**config.mk**
```make
export PLATFORM = sky130hd
export DESIGN_NAME = fifo_rr_drain_arbiter
export DESIGN_NICKNAME = d
export VERILOG_FILES = /design/src/rtl/fifo_rr_drain_arbiter.sv
export SDC_FILE = /design/constraint.sdc
export NUM_CORES = 1
export LEC_CHECK = 0
export ABC_AREA = 1
export CAP_MARGIN = 20
export CORE_ASPECT_RATIO = 1.2
export CORE_MARGIN = 2
export CORE_UTILIZATION = 46
export CTS_CLUSTER_DIAMETER = 50
export DETAILED_ROUTE_END_ITERATION = 16
export PLACE_DENSITY = 0.83
export RECOVER_POWER = 50
export SLEW_MARGIN = 15
export SYNTH_ARGS = -nofsm -noshare
export SYNTH_HDL_FRONTEND = slang
export SYNTH_SLANG_ARGS = --single-unit
```
**constraint.sdc**
```tcl
create_clock -name clk -period 4.6 [get_ports clk]
set_input_delay 0.69 -clock clk [delete_from_list [all_inputs] [get_ports clk]]
set_output_delay 0.69 -clock clk [all_outputs]
set_load 0.01 [all_outputs]
```
**src/rtl/fifo_rr_drain_arbiter.sv**
```systemverilog
// Round-robin drain arbiter: pops one flit per grant from N input FIFOs into a
// single valid/ready output register, with per-port enables and a saturating forward counter.
module fifo_rr_drain_arbiter #(
  parameter int N      = 5,
  parameter int DATA_W = 16,
  parameter int PTR_W  = 3,
  parameter int CNT_W  = 16
) (
  input  logic                clk,
  input  logic                reset,
  input  logic [N-1:0]        fifo_empty,
  input  logic [N*DATA_W-1:0] fifo_data,
  output logic [N-1:0]        fifo_read,
  input  logic [N-1:0]        port_en,
  output logic                out_valid,
  output logic [DATA_W-1:0]   out_data,
  input  logic                out_ready,
  output logic [PTR_W-1:0]    grant_id,
  output logic [CNT_W-1:0]    fwd_count
);

  logic              valid_q, valid_d;
  logic [DATA_W-1:0] data_q, data_d;
  logic [PTR_W-1:0]  gid_q, gid_d;
  logic [PTR_W-1:0]  rr_ptr_q, rr_ptr_d;
  logic [CNT_W-1:0]  cnt_q, cnt_d;

  logic [N-1:0]      req;
  logic [PTR_W-1:0]  ptr_eff;
  logic [PTR_W-1:0]  g;
  logic [PTR_W-1:0]  idx_p;
  logic              found;
  logic              load_ok;
  logic              grant;
  int                idx;

  assign req     = ~fifo_empty & port_en;
  assign load_ok = ~valid_q | out_ready;

  // An out-of-range pointer (never reached in normal operation) restarts the search at 0.
  assign ptr_eff = (int'(rr_ptr_q) < N) ? rr_ptr_q : '0;

  always_comb begin
    found = 1'b0;
    g     = '0;
    idx   = 0;
    idx_p = '0;
    for (int k = 0; k < N; k++) begin
      idx = int'(ptr_eff) + k;
      if (idx >= N) idx = idx - N;
      idx_p = PTR_W'(idx);
      if (!found && req[idx_p]) begin
        found = 1'b1;
        g     = idx_p;
      end
    end
  end

  // Reset gates the strobe so no FIFO pops while the output register is being cleared.
  assign grant = reset & load_ok & found;

  always_comb begin
    fifo_read = '0;
    if (grant) fifo_read[g] = 1'b1;
  end

  always_comb begin
    valid_d  = valid_q;
    data_d   = data_q;
    gid_d    = gid_q;
    rr_ptr_d = rr_ptr_q;
    cnt_d    = cnt_q;
    if (valid_q && out_ready && (cnt_q != {CNT_W{1'b1}})) cnt_d = cnt_q + 1'b1;
    if (grant) begin
      valid_d  = 1'b1;
      data_d   = fifo_data[int'(g)*DATA_W +: DATA_W];
      gid_d    = g;
      rr_ptr_d = (int'(g) == N-1) ? '0 : g + 1'b1;
    end else if (valid_q && out_ready) begin
      valid_d = 1'b0;
    end
  end

  always_ff @(posedge clk or negedge reset) begin
    if (!reset) begin
      valid_q  <= 1'b0;
      data_q   <= '0;
      gid_q    <= '0;
      rr_ptr_q <= '0;
      cnt_q    <= '0;
    end else begin
      valid_q  <= valid_d;
      data_q   <= data_d;
      gid_q    <= gid_d;
      rr_ptr_q <= rr_ptr_d;
      cnt_q    <= cnt_d;
    end
  end

  assign out_valid = valid_q;
  assign out_data  = data_q;
  assign grant_id  = gid_q;
  assign fwd_count = cnt_q;

endmodule

```
After elaboration in Yosys (flattened, before gate mapping)
Index checks and enable logic that the tools add are counted.
- output and inout port bits: 41
- logic and storage cells: 82
- input bits: 93
- flip-flop bits (word level): 39
- shifts and indexed selects: 1
- multiplexer cells: 32
- reduce and logical (&&, ||, !) cells: 12
- bitwise operators: 6
- magnitude comparators: 13
- equality and inequality tests: 2
- add/subtract/negate cells: 11
- operators by type and width (cell ; count):
    $shiftx 80x8->16 ; 1
    $mux 3 ; 12
    $lt 3x4->1 const B ; 6
    $add 16x1->16 const B ; 1
    $ge 4x3->1 const B ; 4
    $ne 16x16->1 const B ; 1
    $bmux 1 s3 ; 5
    $sub 3x3->3 const B ; 5
    $mux 1 ; 13
    $add 3x2->4 const B ; 2
    $logic_and 1x1->1 ; 7
    $and 5x5->5 ; 1
    $mux 5 ; 1
    $not 5->5 ; 1
    $add 3x1->4 const B ; 1
    $add 3x3->4 const B ; 1
    $logic_not 1->1 ; 4
    $add 3x1->3 const B ; 1
    $demux 1 s3 ; 1
    $eq 3x3->1 const B ; 1
    $ge 3x1->1 const B ; 1
    $ge 3x3->1 const B ; 1
    $lt 3x3->1 const B ; 1
    $and 1x1->1 ; 2
    other kinds (3) ; 3

Logic depth before layout (Yosys ltp)
- word-level depth: 24
- gate-level depth with buffers: 27
- depth with buffers taken out: 26

Worst setup path after synthesis
OpenSTA, ideal clock, no wires.
- path type: register to output
- start point: register rr_ptr_q[0]
- end point: output port fifo_read[1]
- stages on the path, launching flop included: 21
- arrival: 3000 ps
- setup slack: 910 ps
- path buffers: 1
- required time: 3910 ps
- cell sequence: dfrtp_1 -> nor2_2 -> o21ai_2 -> ha_1 -> or2_2 -> nand2_1 -> nand2_1 -> nand2_1 -> nand2_1 -> nand3_1 -> nand2_1 -> nand2_1 -> nand2_2 -> nor2_4 -> nand3_2 -> inv_2 -> nand2_2 -> nand2_4 -> buf_6 -> nand2_1 -> nor2_1
- longest elaborated chain between the ends: 24
- elaborated cells on any way between the ends: 56
- those cells by class: add/sub: 9; order compare: 8; mux: 29; bitwise: 1; reduce/logical: 9
- ends and longest elaborated chain (what ; line ; source):
    start: declaration ; 25 ; logic [PTR_W-1:0] rr_ptr_q, rr_ptr_d;
    start signal: assignment ; 95 ; rr_ptr_q <= rr_ptr_d;
    $lt 3x3->1 ; 41 ; assign ptr_eff = (int'(rr_ptr_q) < N) ? rr_ptr_q : '0;
    $mux 3 * ; 41 ;
    parallel branches: the longest is 16 deep, another holds $add 3x1->4 ; n/a ;
    $mux 3 * ; 52 ; if (!found && req[idx_p]) begin
    named net g[0] ; 30 ; logic [PTR_W-1:0] g;
    $lt 3x4->1 (not written as such) / $ge 3x1->1 (equally long branches) ; 64 ; if (grant) fifo_read[g] = 1'b1;
    $logic_and 1x1->1 (not written as such) ; 64 ;
    $mux 1 (not written as such) ; 64 ;
    $demux 1 s3 * ; 64 ;
    $mux 5 * ; 64 ;
    end: declaration ; 13 ; output logic [N-1:0] fifo_read,
Mark *: on every way through the listed nets, which the timed path passes. The select of a mux whose other input is x is not followed.

Worst setup path in the final report
- start point: register rr_ptr_q[1]
- end point: output port fifo_read[3]
- longest elaborated chain between the ends: 24
- elaborated cells on any way between the ends: 56
- those cells by class: add/sub: 9; order compare: 8; mux: 29; bitwise: 1; reduce/logical: 9
- ends and longest elaborated chain (what ; line):
    $lt 3x3->1 ; 41
    $mux 3 * ; 41
    parallel branches: the longest is 21 deep, another holds $add 3x1->4 ; n/a
    $mux 5 * ; 64
Mark *: on every way between the ends. The select of a mux whose other input is x is not followed.

==> results.json <==
{
  "io_buffers": 133,
  "area_delta_synth_final_pct": 46.3,
  "violations": "capacitance limit, slew limit",
  "finalClockSkew_ns": 0.00932,
  "drv_cap": 1,
  "fmax_mhz": 234,
  "clock_path_buffers": 2,
  "cpMostUsedCell": "nand2_1",
  "n_antenna_cell": 0,
  "gr-total-overflow": 0,
  "core_um2": 7620,
  "cp_max_fo": 7,
  "ys_ff_latch": 39,
  "required_ns": 3.91,
  "drt_iter0_drc": 175,
  "num-fill-cells": 649,
  "drcViolationCount": 0,
  "cpPeakStageDelay_ns": 0.45,
  "finalMaxSlewViolations": 40,
  "yosys.area.top_type_share_pct": 27.1,
  "cts_hold_buf": 0,
  "syn_area_per_cell_um2": 6.33,
  "status": "finished, violations left",
  "cp.arrival_ns": 3.58,
  "setup_viol": 0,
  "synth.largest_area_cell": "dfrtp_1",
  "cts_max_level": 2,
  "syn_area_um2": 3600,
  "layout_min_cycle_time_ns": 4.27,
  "crit_type": "register to primary output",
  "seq_area_um2": 980,
  "start_kind": "register",
  "synth_cell_types": 34,
  "crit_chain": "nor2_4 > nand2_4 > inv_2 > ha_1 > or2_2 > nand2_2 > nand2_1 > nand2_2 > nand2_1 > nand3_1 > nand2_1 > nand2_1 > nand2_2 > nor2_4 > nand2_1 > o21ai_2 > nor2_4 > buf_4 > nand2_1 > nor2_1 > dlygate4sd2_1",
  "min_to": "grant_id[0]$_DFFE_PN0P_",
  "final_net_count": 814,
  "cts_tree": "built",
  "row_count": 35,
  "first_pass_iters": 4,
  "routed_wl_mm": 11.7,
  "holdWs_ns": 0.494,
  "syn-num-nets": 673,
  "regToRegSetupSlack_ns": 0.99,
  "r2r_end": "rr_ptr_q[2]$_DFFE_PN0P_",
  "grt_max_degree": 40,
  "fp.dieH_um": 101,
  "maxSlewHeadroom_pct": -38.0,
  "final_cell_mix": "nand2_1, clkdlybuf4s50_1, nand3_1, inv_1, dfrtp_1",
  "finalCritPeriodShare_pct": 92.9,
  "start_util_pct": 47.2,
  "ant_nets": 0,
  "hold_violations": 0,
  "hp-class": "register to register",
  "holdPathStages": 2,
  "grt_pass1_wl_mm": 18.7,
  "cts_sinks": 39,
  "antenna_found_initial": 0,
  "path_clk_slew_ns": 0.08,
  "wl_per_cell_um": 14.6,
  "netlist_instances": 569,
  "critPathSlowestCell": "dfrtp_2",
  "layout-drive-gt1-share_pct": 12.2,
  "ys_seq_area_share_pct": 27.1,
  "worstMarginPinSlew_ns": 2.07,
  "boundaryPins": 134,
  "die_w_um": 84.8,
  "rr_startpoint": "rr_ptr_q[1]$_DFFE_PN0P_",
  "end_kind": "primary output",
  "track_usage_pct": 27.1,
  "synth.area.top_cells": "dfrtp_1, nand2_1, nand3_1, inv_1, ha_1",
  "place.gp.congestion": 0.894,
  "grt_pass1_vias": 3925,
  "post-dp-hpwl_mm": 9.07,
  "r2r_cells": 21,
  "final_common_cell": "nand2_1",
  "cts_buffers": 5,
  "vias_per_cell": 5.15,
  "min_from": "grant_id[0]$_DFFE_PN0P_",
  "synth_warnings": 0,
  "clock_latency_ns": 0.29,
  "cts-root-buf": "clkbuf_8",
  "utilization_pct": 69.1,
  "vias": 4135,
  "multi_input_area_um2": 2290,
  "die_area_um2": 8550
}
## metal layers
layer | vias to the layer above | track usage [%] | part of all wire (%) | wire [µm]
met1 | 1854 | 32.6 | 40 | 4670
met5 | - | 0 | 0 | 0
li1 | 2089 | - | - | -
met4 | 0 | 9.77 | 3.5 | 407
met3 | 35 | 5.90 | 8.0 | 933
met2 | 157 | 47.4 | 49 | 5700
## cells by family (layout without fill, tap and decap cells)
logic type	Yosys count	count (layout)	synth area share, %
fa+ha+maj	11	11	3.82
simple gates	380	380	49.5
xor+xnor	17	17	4.34
flops	39	39	27.1
buf+inv	97	239	11.4
compound gates	25	25	3.82
## through the flow
stage | std cells | setup TNS [ns] | instance area (µm²) | setup slack, ns
floorplan | 569 | 0 | 3600 | 0.910
global placement | 784 | 0 | 4990 | 0.301
CTS | 792 | 0 | 5140 | 0.0152
global route | 803 | -0.00472 | 5270 | -0.00472
detailed placement | 784 | 0 | 4990 | 0.170
finish | 803 | 0 | 5270 | 0.328
## worst max path at each step
| stage | from | endpoint | cells past startpoint |
|---|---|---|---|
| floorplan | rr_ptr_q[0]$_DFFE_PN0P_ | fifo_read[1] | 20 |
| global placement | rr_ptr_q[0]$_DFFE_PN0P_ | fifo_read[0] | 20 |
| detailed placement | rr_ptr_q[0]$_DFFE_PN0P_ | fifo_read[0] | 20 |
| CTS | rr_ptr_q[0]$_DFFE_PN0P_ | fifo_read[0] | 21 |
| global route | rr_ptr_q[2]$_DFFE_PN0P_ | fifo_read[4] | 20 |
| finish | rr_ptr_q[1]$_DFFE_PN0P_ | fifo_read[3] | 21 |
## critical path, delay by kind of cell, from the launching register on
kind                     cells  cell delay (ns)
adder cells (fa/ha/maj)      1             0.27
buffers and inverters        3             0.55
AO/OA/AOI/OAI                1             0.18
flip-flops                   1             0.45
AND/OR/NAND/NOR             16             1.84
## flip-flops by register name (all words and copies together), names as in the netlist
register and cells:
fwd_count 16, grant_id 3, rr_ptr_q 3, out_data 16, out_valid 1
## area by class of cell
type / instances / share of cell area (%)
Tap cell: 92 / 2.19
Timing Repair Buffer: 151 / 27.8
Sequential cell: 39 / 18.6
Inverter: 80 / 5.89
Clock inverter: 3 / 0.831
Clock buffer: 5 / 1.31
Multi-Input combinational cell: 433 / 43.4
## cell usage after synthesis
master    number
inv_4          1
nor4_1         2
buf_6          4
nand3_2        4
a21oi_1        2
or2_1          5
buf_2         11
nor3_1         3
nand2_4        4
o21ai_1       10
nand4_1       13
nand2_2        8
o211ai_1       3
inv_2         11
dfrtp_1       39
xnor2_1        4
nand4_2        1
ha_1          11
nand3_1      104
o22ai_1        1
and3_1         1
and2b_1        1
xor2_1        12
nor2_2         1
clkbuf_1       2
nand3_4        3
or2_2         12
nor2_4         1
xor2_2         1
inv_1         68
nor2_1        24
o21ai_2        1
nand2_1      193
o21ai_0        8
## repair_timing
| item | in CTS | in global routing |
|---|---|---|
| setup buffers | 0 | 11 |
| pin swaps | 0 | 5 |
| resized for setup | 12 | 15 |
| setup endpoints to repair | 5 | 5 |
Power is not shown: default switching activity piles up to over one toggle a cycle in this logic, so the estimate is an artifact.
